`src/rtl/async_fifo_pkg.sv`:
```
// Shared constants and pointer-code helpers for both controllers of the async FIFO.
// Gray/binary helpers work on a wide vector so any narrower pointer can be zero-extended into them.
package async_fifo_pkg;

    localparam int DATA_WIDTH  = 32;
    localparam int ADDR_WIDTH  = 5;
    localparam int PTR_WIDTH   = ADDR_WIDTH + 1;
    localparam int DEPTH       = 2 ** ADDR_WIDTH;
    localparam int SYNC_STAGES = 2;
    localparam int CODE_WIDTH  = 32;

    function automatic logic [CODE_WIDTH-1:0] bin2gray(input logic [CODE_WIDTH-1:0] bin);
        return bin ^ (bin >> 1);
    endfunction

    // Leading zeros of a zero-extended code stay zero, so the low bits are exact.
    function automatic logic [CODE_WIDTH-1:0] gray2bin(input logic [CODE_WIDTH-1:0] gray);
        logic [CODE_WIDTH-1:0] bin;
        bin[CODE_WIDTH-1] = gray[CODE_WIDTH-1];
        for (int i = CODE_WIDTH - 2; i >= 0; i--) begin
            bin[i] = bin[i+1] ^ gray[i];
        end
        return bin;
    endfunction

endpackage

```
`src/rtl/ptr_sync.sv`:
```
// Multi-flop synchroniser for a Gray-coded pointer crossing into this clock domain.
// Cleared asynchronously by rst_n and synchronously by clr.
module ptr_sync #(
    parameter int WIDTH  = 6,
    parameter int STAGES = 2
) (
    input  logic             clk,
    input  logic             rst_n,
    input  logic             clr,
    input  logic [WIDTH-1:0] d,
    output logic [WIDTH-1:0] q
);

    logic [WIDTH-1:0] sync_reg [STAGES];

    always_ff @(posedge clk or negedge rst_n) begin
        if (!rst_n) begin
            for (int i = 0; i < STAGES; i++) begin
                sync_reg[i] <= '0;
            end
        end else if (clr) begin
            for (int i = 0; i < STAGES; i++) begin
                sync_reg[i] <= '0;
            end
        end else begin
            sync_reg[0] <= d;
            for (int i = 1; i < STAGES; i++) begin
                sync_reg[i] <= sync_reg[i-1];
            end
        end
    end

    assign q = sync_reg[STAGES-1];

endmodule

```
`src/rtl/fifo_wr_ctrl.sv`:
```
// Write-side controller of the async FIFO: drives the memory write port, keeps the
// binary/Gray write pointers and derives full, almost-full, overflow and level status.
module fifo_wr_ctrl #(
    parameter int DATA_WIDTH  = async_fifo_pkg::DATA_WIDTH,
    parameter int ADDR_WIDTH  = async_fifo_pkg::ADDR_WIDTH,
    parameter int SYNC_STAGES = async_fifo_pkg::SYNC_STAGES
) (
    input  logic                  wclk,
    input  logic                  hw_rst_n,
    input  logic                  sw_rst,
    input  logic                  write_enable,
    input  logic [DATA_WIDTH-1:0] write_data,
    input  logic [ADDR_WIDTH-1:0] afull_value,
    input  logic [ADDR_WIDTH:0]   rptr_gray,
    output logic [ADDR_WIDTH:0]   wptr_gray,
    output logic                  mem_wen,
    output logic [ADDR_WIDTH-1:0] mem_waddr,
    output logic [DATA_WIDTH-1:0] mem_wdata,
    output logic                  wdfull,
    output logic                  wr_almost_full,
    output logic                  overflow,
    output logic [ADDR_WIDTH:0]   fifo_write_count,
    output logic [ADDR_WIDTH:0]   wr_level
);

    import async_fifo_pkg::*;

    localparam int PTR_W = ADDR_WIDTH + 1;

    logic [PTR_W-1:0]      wbin_reg;
    logic [PTR_W-1:0]      wbin_next;
    logic [PTR_W-1:0]      wgray_reg;
    logic [PTR_W-1:0]      wgray_next;
    logic [PTR_W-1:0]      level_reg;
    logic [PTR_W-1:0]      level_next;
    logic [PTR_W-1:0]      rq_gray;
    logic [PTR_W-1:0]      rq_bin;
    logic [PTR_W-1:0]      full_code;
    logic                  full_reg;
    logic                  full_next;
    logic                  afull_reg;
    logic                  afull_next;
    logic                  overflow_reg;
    logic                  overflow_next;
    logic                  accept;
    logic [CODE_WIDTH-1:0] wgray_wide;
    logic [CODE_WIDTH-1:0] rq_bin_wide;
    logic                  unused_code_bits;

    ptr_sync #(
        .WIDTH  (PTR_W),
        .STAGES (SYNC_STAGES)
    ) u_rptr_sync (
        .clk   (wclk),
        .rst_n (hw_rst_n),
        .clr   (sw_rst),
        .d     (rptr_gray),
        .q     (rq_gray)
    );

    // Full when our Gray pointer is one lap ahead of the synchronised read pointer:
    // in Gray code that is the read pointer with its two top bits inverted.
    assign full_code = {~rq_gray[PTR_W-1:PTR_W-2], rq_gray[PTR_W-3:0]};

    always_comb begin
        accept        = write_enable & ~full_reg & ~sw_rst & hw_rst_n;
        wbin_next     = wbin_reg + PTR_W'(accept);
        wgray_wide    = bin2gray(CODE_WIDTH'(wbin_next));
        wgray_next    = wgray_wide[PTR_W-1:0];
        rq_bin_wide   = gray2bin(CODE_WIDTH'(rq_gray));
        rq_bin        = rq_bin_wide[PTR_W-1:0];
        level_next    = wbin_next - rq_bin;
        afull_next    = (level_next >= PTR_W'(afull_value));
        full_next     = (wgray_next == full_code);
        overflow_next = write_enable & full_reg;
    end

    assign unused_code_bits = ^{wgray_wide[CODE_WIDTH-1:PTR_W], rq_bin_wide[CODE_WIDTH-1:PTR_W]};

    always_ff @(posedge wclk or negedge hw_rst_n) begin
        if (!hw_rst_n) begin
            wbin_reg     <= '0;
            wgray_reg    <= '0;
            level_reg    <= '0;
            full_reg     <= 1'b0;
            afull_reg    <= 1'b0;
            overflow_reg <= 1'b0;
        end else if (sw_rst) begin
            wbin_reg     <= '0;
            wgray_reg    <= '0;
            level_reg    <= '0;
            full_reg     <= 1'b0;
            afull_reg    <= 1'b0;
            overflow_reg <= 1'b0;
        end else begin
            wbin_reg     <= wbin_next;
            wgray_reg    <= wgray_next;
            level_reg    <= level_next;
            full_reg     <= full_next;
            afull_reg    <= afull_next;
            overflow_reg <= overflow_next;
        end
    end

    // The registered write count is by definition the binary pointer itself.
    assign fifo_write_count = wbin_reg;
    assign wptr_gray        = wgray_reg;
    assign wr_level         = level_reg;
    assign wdfull           = full_reg;
    assign wr_almost_full   = afull_reg;
    assign overflow         = overflow_reg;
    assign mem_wen          = accept;
    assign mem_waddr        = wbin_reg[ADDR_WIDTH-1:0];
    assign mem_wdata        = write_data;

endmodule

```
`config.mk`:
```
export PLATFORM = sky130hd
export DESIGN_NAME = fifo_wr_ctrl
export DESIGN_NICKNAME = d
export VERILOG_FILES = /design/src/rtl/async_fifo_pkg.sv /design/src/rtl/ptr_sync.sv /design/src/rtl/fifo_wr_ctrl.sv
export SDC_FILE = /design/constraint.sdc
export NUM_CORES = 1
export LEC_CHECK = 0
export BUFFER_PORTS_ARGS = -buffer_cell sky130_fd_sc_hd__buf_2
export CORE_MARGIN = 2
export CORE_UTILIZATION = 49
export CTS_BUF_LIST = sky130_fd_sc_hd__clkbuf_16
export DETAILED_ROUTE_END_ITERATION = 12
export HOLD_SLACK_MARGIN = 0.06
export PLACE_DENSITY = 0.85
export SLEW_MARGIN = 25
export SYNTH_ARGS = -nofsm -noshare
export SYNTH_HDL_FRONTEND = slang
export SYNTH_HIERARCHICAL = 1
export SYNTH_SLANG_ARGS = --single-unit
```
`constraint.sdc`:
```
create_clock -name wclk -period 5.3 [get_ports wclk]
set_input_delay 0.53 -clock wclk [delete_from_list [all_inputs] [get_ports wclk]]
set_output_delay 0.53 -clock wclk [all_outputs]
set_load 0.02 [all_outputs]
```
==> out/metrics.cfg <==
[yosys]
yosysWarningCount=6
synth_compound_area_share_pct=5.98
synth.distinct_cells=39
yosysMostFrequentCell=buf_4
syn_area_sq_um=2070
synth_xor_xnor_area_share_pct=13.1
synth.area.top_cells=dfrtp_1 39%, buf_4 16%, ha_1 7.2%
yosysTopAreaCell=dfrtp_1
avgSynthCellArea_sq_um=10.7
synthArstFlopShare_pct=100
synth_top_family_by_area=buffers and inverters
yosysSeqAreaShare_pct=38.6
synthAdderAreaFrac_pct=8.21
synth.area.mux_share_pct=0
syn_nets=254
yosys.area.top_type_share_pct=38.6
synth_edf_count=0
synthCells=194
synthSimpleGateAreaFrac_pct=14.5
synthTopCellsByCount=44 x buf_4, 32 x dfrtp_1, 16 x nor2_1
ys_ff_latch=32
synth_top_flop_cell=dfrtp_1

[route]
detail-route-antenna-nets=0
drc=0
postRouteWirelength_um=3140
viasPerCell=4.83
drt_iter0_markers=48
vias=1188
wl_per_cell_um=12.7
first_pass_iters=4

[clocking]
clk_pin_slew_ns=0.05
cts-root-buf=clkbuf_16
cts_setup_buffers=0
ctsHtreeMaxLevel=2
postCtsHoldBufs=0
clockBufferDepth=2
cts_buffers=5
cts_sinks=32
clk_latency_ns=0.28
cts_tree=built
post_cts_resize_count=0

[grt]
grt_max_degree=34
globalRouteOverflowTotal=0
grt_usage_pct=14.7
grt_use_met2_pct=21.7
grt_pass1_wl_um=5430
use_met1_pct=17.4
grt_pass1_vias=1229
grt_most_used_layer=met2
grtUsageMet3_pct=6.58
antenna_found_initial=0

[placement]
placed_area_sq_um=1990
dp_cells=238
gp_congestion=0.825
port_buffers=41
hpwl_um=2370

[power]
p_leak_nw=1.13
vdd_drop_max_mv=0.148
powerDensity_nw_per_um2=334

[finish]
fillers=375
stdcell_area_sq_um=2150
final_layout_size_suffix_gt1_share_pct=34.2
area_growth_pct=3.99
multi_input_area_sq_um=866
antenna_cells=0
fin_nets=255
seq_area_sq_um=801
final_util_pct=53.5
finalNonFillerCells=246

[critical_path]
cp.arrival_ns=3.79
critPathMaxFanout=33
rrSetupSlack_ns=1.89
cp.required_ns=5.42
path_class=in -> reg
startpoint_type=primary input
cp-end-kind=register

[sta]
setup_viol=0
slew_headroom_pct=53.5
fin_skew_ns=0.00532
min_period_over_period_pct=69.3
drv_slew=0
worst_pin_slew_ns=0.697
setup_tns_ns=0
finalHoldViolCount=0
period_minus_slack_ns=3.67
fmax_ghz=0.272
rsz0062_at_grt=false

[die]
dieArea_sq_um=4760
start_util_pct=51.4
die_w_um=69.0
dieHeight_um=69.0
rows=23
core_area_sq_um=4030
io_pins=106

[outcome]
status=finished, final reports clean

[flow_run]
drv_cap=0

[min_path]
worstHoldPathType=in -> async

-- where the power goes --
| part | internal (W) | switching (W) | leakage (nW) | total [W] |
|---|---|---|---|---|
| combinational | 0.0000583 | 0.0000735 | 0.622 | 0.000132 |
| clock | 0.000220 | 0.000102 | 0.0798 | 0.000322 |
| sequential | 0.000259 | 0.00000515 | 0.427 | 0.000265 |
-- cell families after synthesis --
| family | after synthesis |
|---|---|
| buf+inv | 60 |
| simple gates | 47 |
| flops | 32 |
| xor+xnor | 24 |
| compound gates | 18 |
| fa+ha+maj | 13 |
-- area by class of cell --
| cell class | count | area share, % |
|---|---|---|
| clock buffers | 5 | 5.81 |
| clock inverters | 3 | 1.97 |
| inverters | 12 | 2.09 |
| multi-input cells | 102 | 40.2 |
| flip-flops and latches | 32 | 37.2 |
| well taps | 50 | 2.90 |
| repair buffers | 42 | 9.87 |
-- cells in the final DEF, fill, tap and decap left out, types with 5 or more instances in the layout --
| cell type | Yosys | routed |
|---|---|---|
| nor2b_2 | 8 | 8 |
| nor2_1 | 16 | 16 |
| a21oi_1 | 5 | 5 |
| dfrtp_1 | 32 | 32 |
| xnor2_1 | 14 | 14 |
| nor2b_1 | 5 | 5 |
| buf_2 | 0 | 41 |
| xor2_1 | 6 | 6 |
| inv_1 | 11 | 11 |
| clkbuf_16 | 0 | 5 |
| ha_1 | 12 | 12 |
-- metrics by stage --
stage | power [W] | setup slack, ns | hold slack [ns]
after floorplan | 0.000402 | 1.56 | 0.234
after global placement | 0.000397 | 1.54 | 0.440
after detailed placement | 0.000402 | 1.32 | 0.447
after CTS | 0.000729 | 1.60 | 0.327
after global routing | 0.000754 | 1.35 | 0.361
final | 0.000719 | 1.63 | 0.311
-- path summary, 6_finish.rpt --
kind                                    end  depth (start not counted)                     start
max                          wr_almost_full                         14                    sw_rst
min                            wptr_gray[1]                          2                  hw_rst_n
max reg2reg                  wr_almost_full                         13                    wdfull
min reg2reg                u_rptr_sync/q[5]                          1  u_rptr_sync/sync_reg[11]
max in group asynchronous  u_rptr_sync/q[0]                          2                  hw_rst_n
min in group wclk          u_rptr_sync/q[5]                          1  u_rptr_sync/sync_reg[11]
-- critical path: stages --
cell and delay, ns:
buf_2 0.32, nor4bb_1 0.44, ha_1 0.25, ha_1 0.28
xor2_1 0.43, ha_1 0.36, o21a_1 0.21, o31a_1 0.12
a21oi_1 0.17, ha_1 0.25, o21ai_0 0.08, o21bai_1 0.08
a21oi_1 0.15, a31oi_1 0.10
-- metal layers --
layer  share of wire [%]  wire, um
met3                 8.6       270
met5                   0         0
met1                  43      1360
met2                  44      1390
met4                 3.7       117
Note: power is estimated with default switching activity, not from simulation.
